===== config.mk =====
export PLATFORM = sky130hd
export DESIGN_NAME = prog_loader
export DESIGN_NICKNAME = d
export VERILOG_FILES = /design/src/rtl/prog_loader.sv
export SDC_FILE = /design/constraint.sdc
export NUM_CORES = 1
export LEC_CHECK = 0
export CORE_MARGIN = 2
export CORE_UTILIZATION = 57
export DETAILED_ROUTE_END_ITERATION = 6
export GPL_TIMING_DRIVEN = 0
export HOLD_SLACK_MARGIN = 0.12
export PLACE_DENSITY = 0.81
export SYNTH_ARGS = -nofsm -noshare
export SYNTH_HDL_FRONTEND = slang
export SYNTH_SLANG_ARGS = --single-unit

===== constraint.sdc =====
create_clock -name clk -period 3.9 [get_ports clk]
set_clock_uncertainty 0.1 [all_clocks]
set_input_delay 0.78 -clock clk [delete_from_list [all_inputs] [get_ports clk]]
set_output_delay 0.78 -clock clk [all_outputs]
set_load 0.01 [all_outputs]

===== src/rtl/prog_loader.sv =====
`default_nettype none
// ============================================================================
//  Module   : prog_loader
//  Purpose  : Receives a framed program image (SYNC, length, data bytes,
//             checksum) over a valid/ready byte stream. Writes the data bytes
//             into the accumulator core's instruction memory. Releases the
//             core from reset only after a complete, checksum-valid image
//             has been loaded.
//  Ports    : clk, rst_n        - clock, asynchronous active-low reset
//             in_data/in_valid  - incoming byte stream
//             in_ready          - always 1 once out of reset (no backpressure)
//             mem_we/addr/data  - single-cycle write port into core memory
//             core_rst_n        - active-low reset to the core
//             busy/done/err     - frame in progress / loaded OK / aborted
//  Revision : 1.0  initial release
// ============================================================================
module prog_loader #(
    parameter int         DEPTH   = 25,
    parameter int         TIMEOUT = 1024,
    parameter logic [7:0] SYNC    = 8'hA5
) (
    input  logic       clk,
    input  logic       rst_n,
    input  logic [7:0] in_data,
    input  logic       in_valid,
    output logic       in_ready,
    output logic       mem_we,
    output logic [4:0] mem_addr,
    output logic [7:0] mem_data,
    output logic       core_rst_n,
    output logic       busy,
    output logic       done,
    output logic       err
);

    localparam int c_TW = $clog2(TIMEOUT + 1);

    typedef enum logic [2:0] {
        S_IDLE = 3'd0,
        S_LEN  = 3'd1,
        S_DATA = 3'd2,
        S_CHK  = 3'd3,
        S_DONE = 3'd4,
        S_ERR  = 3'd5
    } state_t;

    state_t          r_state;
    state_t          w_state_next;

    logic            r_in_ready;
    logic            r_mem_we;
    logic [4:0]      r_mem_addr;
    logic [7:0]      r_mem_data;
    logic            r_core_rst_n;
    logic            r_busy;
    logic            r_done;
    logic            r_err;

    logic [4:0]      r_addr;
    logic [4:0]      r_len;
    logic [7:0]      r_sum;
    logic [c_TW-1:0] r_tmo;

    logic            w_acc;
    logic            w_in_frame;
    logic            w_tmo_hit;
    logic            w_start;
    logic            w_data_wr;

    assign w_acc      = in_valid & r_in_ready;
    assign w_in_frame = (r_state == S_LEN) || (r_state == S_DATA) || (r_state == S_CHK);
    // Counter holds the number of idle in-frame cycles already elapsed, so the
    // edge at which it equals TIMEOUT-1 is the TIMEOUT-th idle edge.
    assign w_tmo_hit  = w_in_frame && !w_acc && (r_tmo == c_TW'(TIMEOUT - 1));

    // ------------------------------------------------------------------
    // State register
    // ------------------------------------------------------------------
    always_ff @(posedge clk or negedge rst_n) begin
        if (!rst_n) begin
            r_state <= S_IDLE;
        end else begin
            r_state <= w_state_next;
        end
    end

    // ------------------------------------------------------------------
    // Next-state and per-cycle strobes
    // ------------------------------------------------------------------
    always_comb begin
        w_state_next = r_state;
        w_start      = 1'b0;
        w_data_wr    = 1'b0;
        case (r_state)
            S_IDLE, S_DONE, S_ERR: begin
                if (w_acc && (in_data == SYNC)) begin
                    w_state_next = S_LEN;
                    w_start      = 1'b1;
                end
            end
            S_LEN: begin
                if (w_acc) begin
                    if ((in_data == 8'd0) || (in_data > 8'(DEPTH))) begin
                        w_state_next = S_ERR;
                    end else begin
                        w_state_next = S_DATA;
                    end
                end else if (w_tmo_hit) begin
                    w_state_next = S_ERR;
                end
            end
            S_DATA: begin
                if (w_acc) begin
                    w_data_wr = 1'b1;
                    if (r_addr == (r_len - 5'd1)) begin
                        w_state_next = S_CHK;
                    end
                end else if (w_tmo_hit) begin
                    w_state_next = S_ERR;
                end
            end
            S_CHK: begin
                if (w_acc) begin
                    w_state_next = (in_data == r_sum) ? S_DONE : S_ERR;
                end else if (w_tmo_hit) begin
                    w_state_next = S_ERR;
                end
            end
            default: w_state_next = S_IDLE;
        endcase
    end

    // ------------------------------------------------------------------
    // Datapath and registered outputs
    // ------------------------------------------------------------------
    always_ff @(posedge clk or negedge rst_n) begin
        if (!rst_n) begin
            r_in_ready   <= 1'b0;
            r_mem_we     <= 1'b0;
            r_mem_addr   <= 5'd0;
            r_mem_data   <= 8'd0;
            r_core_rst_n <= 1'b0;
            r_busy       <= 1'b0;
            r_done       <= 1'b0;
            r_err        <= 1'b0;
            r_addr       <= 5'd0;
            r_len        <= 5'd0;
            r_sum        <= 8'd0;
            r_tmo        <= '0;
        end else begin
            r_in_ready <= 1'b1;
            r_mem_we   <= w_data_wr;
            r_busy     <= (w_state_next == S_LEN) || (w_state_next == S_DATA) ||
                          (w_state_next == S_CHK);

            if (w_start) begin
                r_addr       <= 5'd0;
                r_sum        <= 8'd0;
                r_done       <= 1'b0;
                r_err        <= 1'b0;
                r_core_rst_n <= 1'b0;
            end

            // Length is range-checked before DATA is entered, so 5 bits suffice.
            if ((r_state == S_LEN) && w_acc) begin
                r_len <= in_data[4:0];
            end

            if (w_data_wr) begin
                r_mem_addr <= r_addr;
                r_mem_data <= in_data;
                r_addr     <= r_addr + 5'd1;
                r_sum      <= r_sum + in_data;
            end

            if (w_in_frame && (w_state_next == S_DONE)) begin
                r_done       <= 1'b1;
                r_core_rst_n <= 1'b1;
            end

            if (w_in_frame && (w_state_next == S_ERR)) begin
                r_err <= 1'b1;
            end

            if (w_acc || !w_in_frame) begin
                r_tmo <= '0;
            end else begin
                r_tmo <= r_tmo + 1'b1;
            end
        end
    end

    assign in_ready   = r_in_ready;
    assign mem_we     = r_mem_we;
    assign mem_addr   = r_mem_addr;
    assign mem_data   = r_mem_data;
    assign core_rst_n = r_core_rst_n;
    assign busy       = r_busy;
    assign done       = r_done;
    assign err        = r_err;

endmodule
`default_nettype wire

==> flow_metrics.py <==
metrics = {
    "outcome": {
        "status": "finished clean",
    },
    "synthesis": {
        "synth_compound_area_share_pct": 13.1,
        "synth_nets": 297,
        "synthAdderAreaFrac_pct": 5.52,
        "synth_top_family_by_area": "simple AND/OR/NAND/NOR gates",
        "syn_area_sq_um": 2630,
        "synth_cell_types": 51,
        "synth-main-ff-cell": "dfrtp_1",
        "synth.most_common_cell": "nand2_1",
        "synthSimpleGateAreaFrac_pct": 20.9,
        "syn_inst": 275,
        "synth-xor-area-share_pct": 6.67,
        "yosys-top-cells-count": "62 x nand2_1, 50 x dfrtp_1, 17 x nor2_1",
        "ys_async_sr_fraction_pct": 100,
        "synth_edf_count": 0,
        "muxShareOfSynthArea_pct": 2.14,
        "avgSynthCellArea_sq_um": 9.55,
        "ys_seq_area_share_pct": 47.6,
        "yosys_warnings": 0,
        "ys_ff_latch": 50,
        "synth_top_area_share_pct": 47.6,
        "ys_top_cells_by_area": "dfrtp_1 48%, nand2_1 8.9%, ha_1 4.8%, xor2_1 4.0%, xnor2_1 2.7%",
        "synth_top_cell_by_area": "dfrtp_1",
    },
    "placement": {
        "dp_cells": 357,
        "dpl.hpwl_um": 3900,
        "post-place-ws_ns": 0.699,
        "gp_congestion": 0.838,
        "port-buffer-count": 29,
    },
    "cts": {
        "cts_setup_buffers": 0,
        "clock_sinks": 50,
        "cts.htree.levels": 2,
        "cts-root-buf": "clkbuf_8",
        "clock_latency_ns": 0.30,
        "cts_hold_buffers": 0,
        "cts_buffer_depth": 2,
        "cts-buffers-inserted": 5,
        "cts_tree": "yes",
        "cts_resized": 0,
        "cts.reportedPaths.clkPinSlew_ns": 0.09,
    },
    "sta": {
        "min_period_ns": 2.91,
        "rsz0062_at_grt": "false",
        "final_max_slew_viol_count": 0,
        "fin_tns_setup_ns": 0,
        "fmax_ghz": 0.344,
        "finalHoldViolCount": 0,
        "finalCritPeriodShare_pct": 74.5,
        "setup_violations": 0,
        "layout_setup_ws_ns": 0.993,
    },
    "floorplan": {
        "coreArea_sq_um": 4380,
        "num_io_pins": 30,
        "die_area_sq_um": 5170,
        "dieWidth_um": 71.9,
        "row_count": 24,
        "initial_core_util_pct": 59.9,
        "die_h_um": 71.9,
    },
    "cells_and_area": {
        "antennaDiodeCount": 0,
        "nets": 334,
        "drive_gt1_share_pct": 9.58,
        "nFillCells": 338,
        "area_delta_synth_final_pct": 17.6,
        "instances_no_fill": 365,
    },
    "global_route": {
        "grt_pass1_wl_um": 9090,
        "grt.total_usage_pct": 22.5,
        "antenna_found_initial": 0,
        "grt_overflow": 0,
        "first_global_vias": 2054,
        "grt_max_degree": 39,
    },
    "route": {
        "wl_per_cell_um": 14.4,
        "viasPerCell": 5.65,
        "firstDrtPassIters": 4,
        "wl_um": 5250,
        "vias": 2062,
        "remaining_drc_errors": 0,
        "final_antenna_net_count": 0,
        "dr.first_iter.drc_count": 120,
    },
    "critical_path": {
        "worstSetupStartpointType": "input pin",
        "ff2ff_path_depth": 7,
        "path_buf_inv": 1,
        "end_kind": "flop",
        "cp_slowest_cell": "clkdlybuf4s50_1",
        "cp_max_fo": 5,
        "reg2reg_to": "busy",
        "timing.rr.start": "r_sum[2]",
        "crit_chain": "clkdlybuf4s50_1, ha_1, fa_1, a21o_1, a21oi_1, o21bai_1, a21oi_1, xor2_1, o21ai_0",
        "cp.required_ns": 3.96,
        "path_delay_family": "compound AO/OA/AOI/OAI gates",
        "cpMostUsedCell": "a21oi_1",
        "ff2ff_setup_slack_ns": 1.70,
        "critPathMaxStageDelay_ns": 0.54,
        "cp.arrival_ns": 2.97,
        "crit_type": "in -> reg",
    },
    "flow_run": {
        "maxCapViolCount": 0,
    },
    "pwr": {
        "power_density_nw_per_um2": 289,
        "vdd_drop_max_uv": 270,
        "p_total_uw": 894,
        "power.leakage_uw": 0.00143,
    },
    "min_path": {
        "hold_class": "in -> async",
    },
}
area by class of cell:
class | count | area (sq um) | area share, %
clock buffer | 7 | 86.3 | 2.79
inverter | 11 | 41.3 | 1.34
multi-input combinational | 203 | 1270 | 41.2
tap | 52 | 65.1 | 2.11
buffer | 11 | 61.3 | 1.98
timing repair buffer | 30 | 305 | 9.88
clock inverter | 1 | 5.00 | 0.162
sequential | 50 | 1250 | 40.5
through the flow:
stage               hold slack (ns)  cell area (sq um)  utilization, %
floorplan                     0.354               2630               -
global placement              0.358               2980            68.0
detailed placement            0.362               3000            68.4
CTS                           0.270               3090            70.5
global route                  0.268               3090            70.5
finish                        0.256               3090            70.5
logic make-up after synthesis:
group,after synthesis
AO/OA/AOI/OAI,49
AND/OR/NAND/NOR,117
other,1
multiplexers,5
flip-flops,50
buffers and inverters,22
adder cells (fa/ha/maj),11
XOR/XNOR,20
state kept, by name, indices dropped and copies added (netlist names), 3 cells and up:
register,cells
mem_data,8
mem_addr,5
r_state,3
r_sum,8
r_addr,5
r_tmo,11
r_len,5
worst max path at each step:
| stage | cells past startpoint | endpoint | start | slack (ns) |
|---|---|---|---|---|
| floorplan | 8 | r_sum[6] | in_data[0] | 1.49 |
| global placement | 1 | mem_addr[0] | rst_n | 0.53 |
| detailed placement | 8 | busy | in_data[2] | 0.70 |
| CTS | 8 | busy | in_data[2] | 1.01 |
| global route | 8 | busy | in_data[2] | 0.84 |
| finish | 9 | r_sum[6] | in_data[0] | 0.99 |
power by group:
part / internal [uW] / leakage, uW / switching [uW]
combinational: 28.1 / 0.000689 / 36.8
clock: 143 / 0.0000482 / 161
sequential: 521 / 0.000691 / 2.85
total: 693 / 0.00143 / 201
worst reg2reg max path: cells and delay by family (launching register included):
family,cells,cell delay [ns]
AOI/OAI and AO/OA,4,0.80
and+or+nand+nor,2,0.44
DFF,1,0.39
adders and majority gates,1,0.35
layout by cell type (no fill, tap or decap), types with 2 or more instances in the layout:
cell | netlist | layout
and3_1 | 2 | 2
xnor2_1 | 8 | 8
o22ai_1 | 5 | 5
clkbuf_8 | 0 | 6
a21oi_1 | 13 | 13
buf_6 | 2 | 2
nor3_1 | 6 | 6
clkbuf_1 | 7 | 8
nand4_1 | 5 | 5
mux2_2 | 5 | 5
nand2b_1 | 3 | 3
nor2_1 | 17 | 17
xor2_1 | 12 | 12
inv_1 | 11 | 11
o21ai_0 | 11 | 11
nor2_2 | 2 | 2
o211ai_1 | 3 | 3
clkdlybuf4s50_1 | 0 | 28
nand3_1 | 10 | 10
dfrtp_1 | 50 | 50
nand2_1 | 62 | 62
ha_1 | 10 | 10
buf_2 | 1 | 2
routing by layer:
metal | up-vias | global-route usage, % | routed length [um]
met5 | - | 0 | 0
met4 | 0 | 8.60 | 97
met3 | 8 | 4.17 | 195
met2 | 53 | 35.5 | 2510
met1 | 979 | 31.3 | 2450
li1 | 1022 | - | -
No activity file was read; power rests on OpenSTA's default activity.
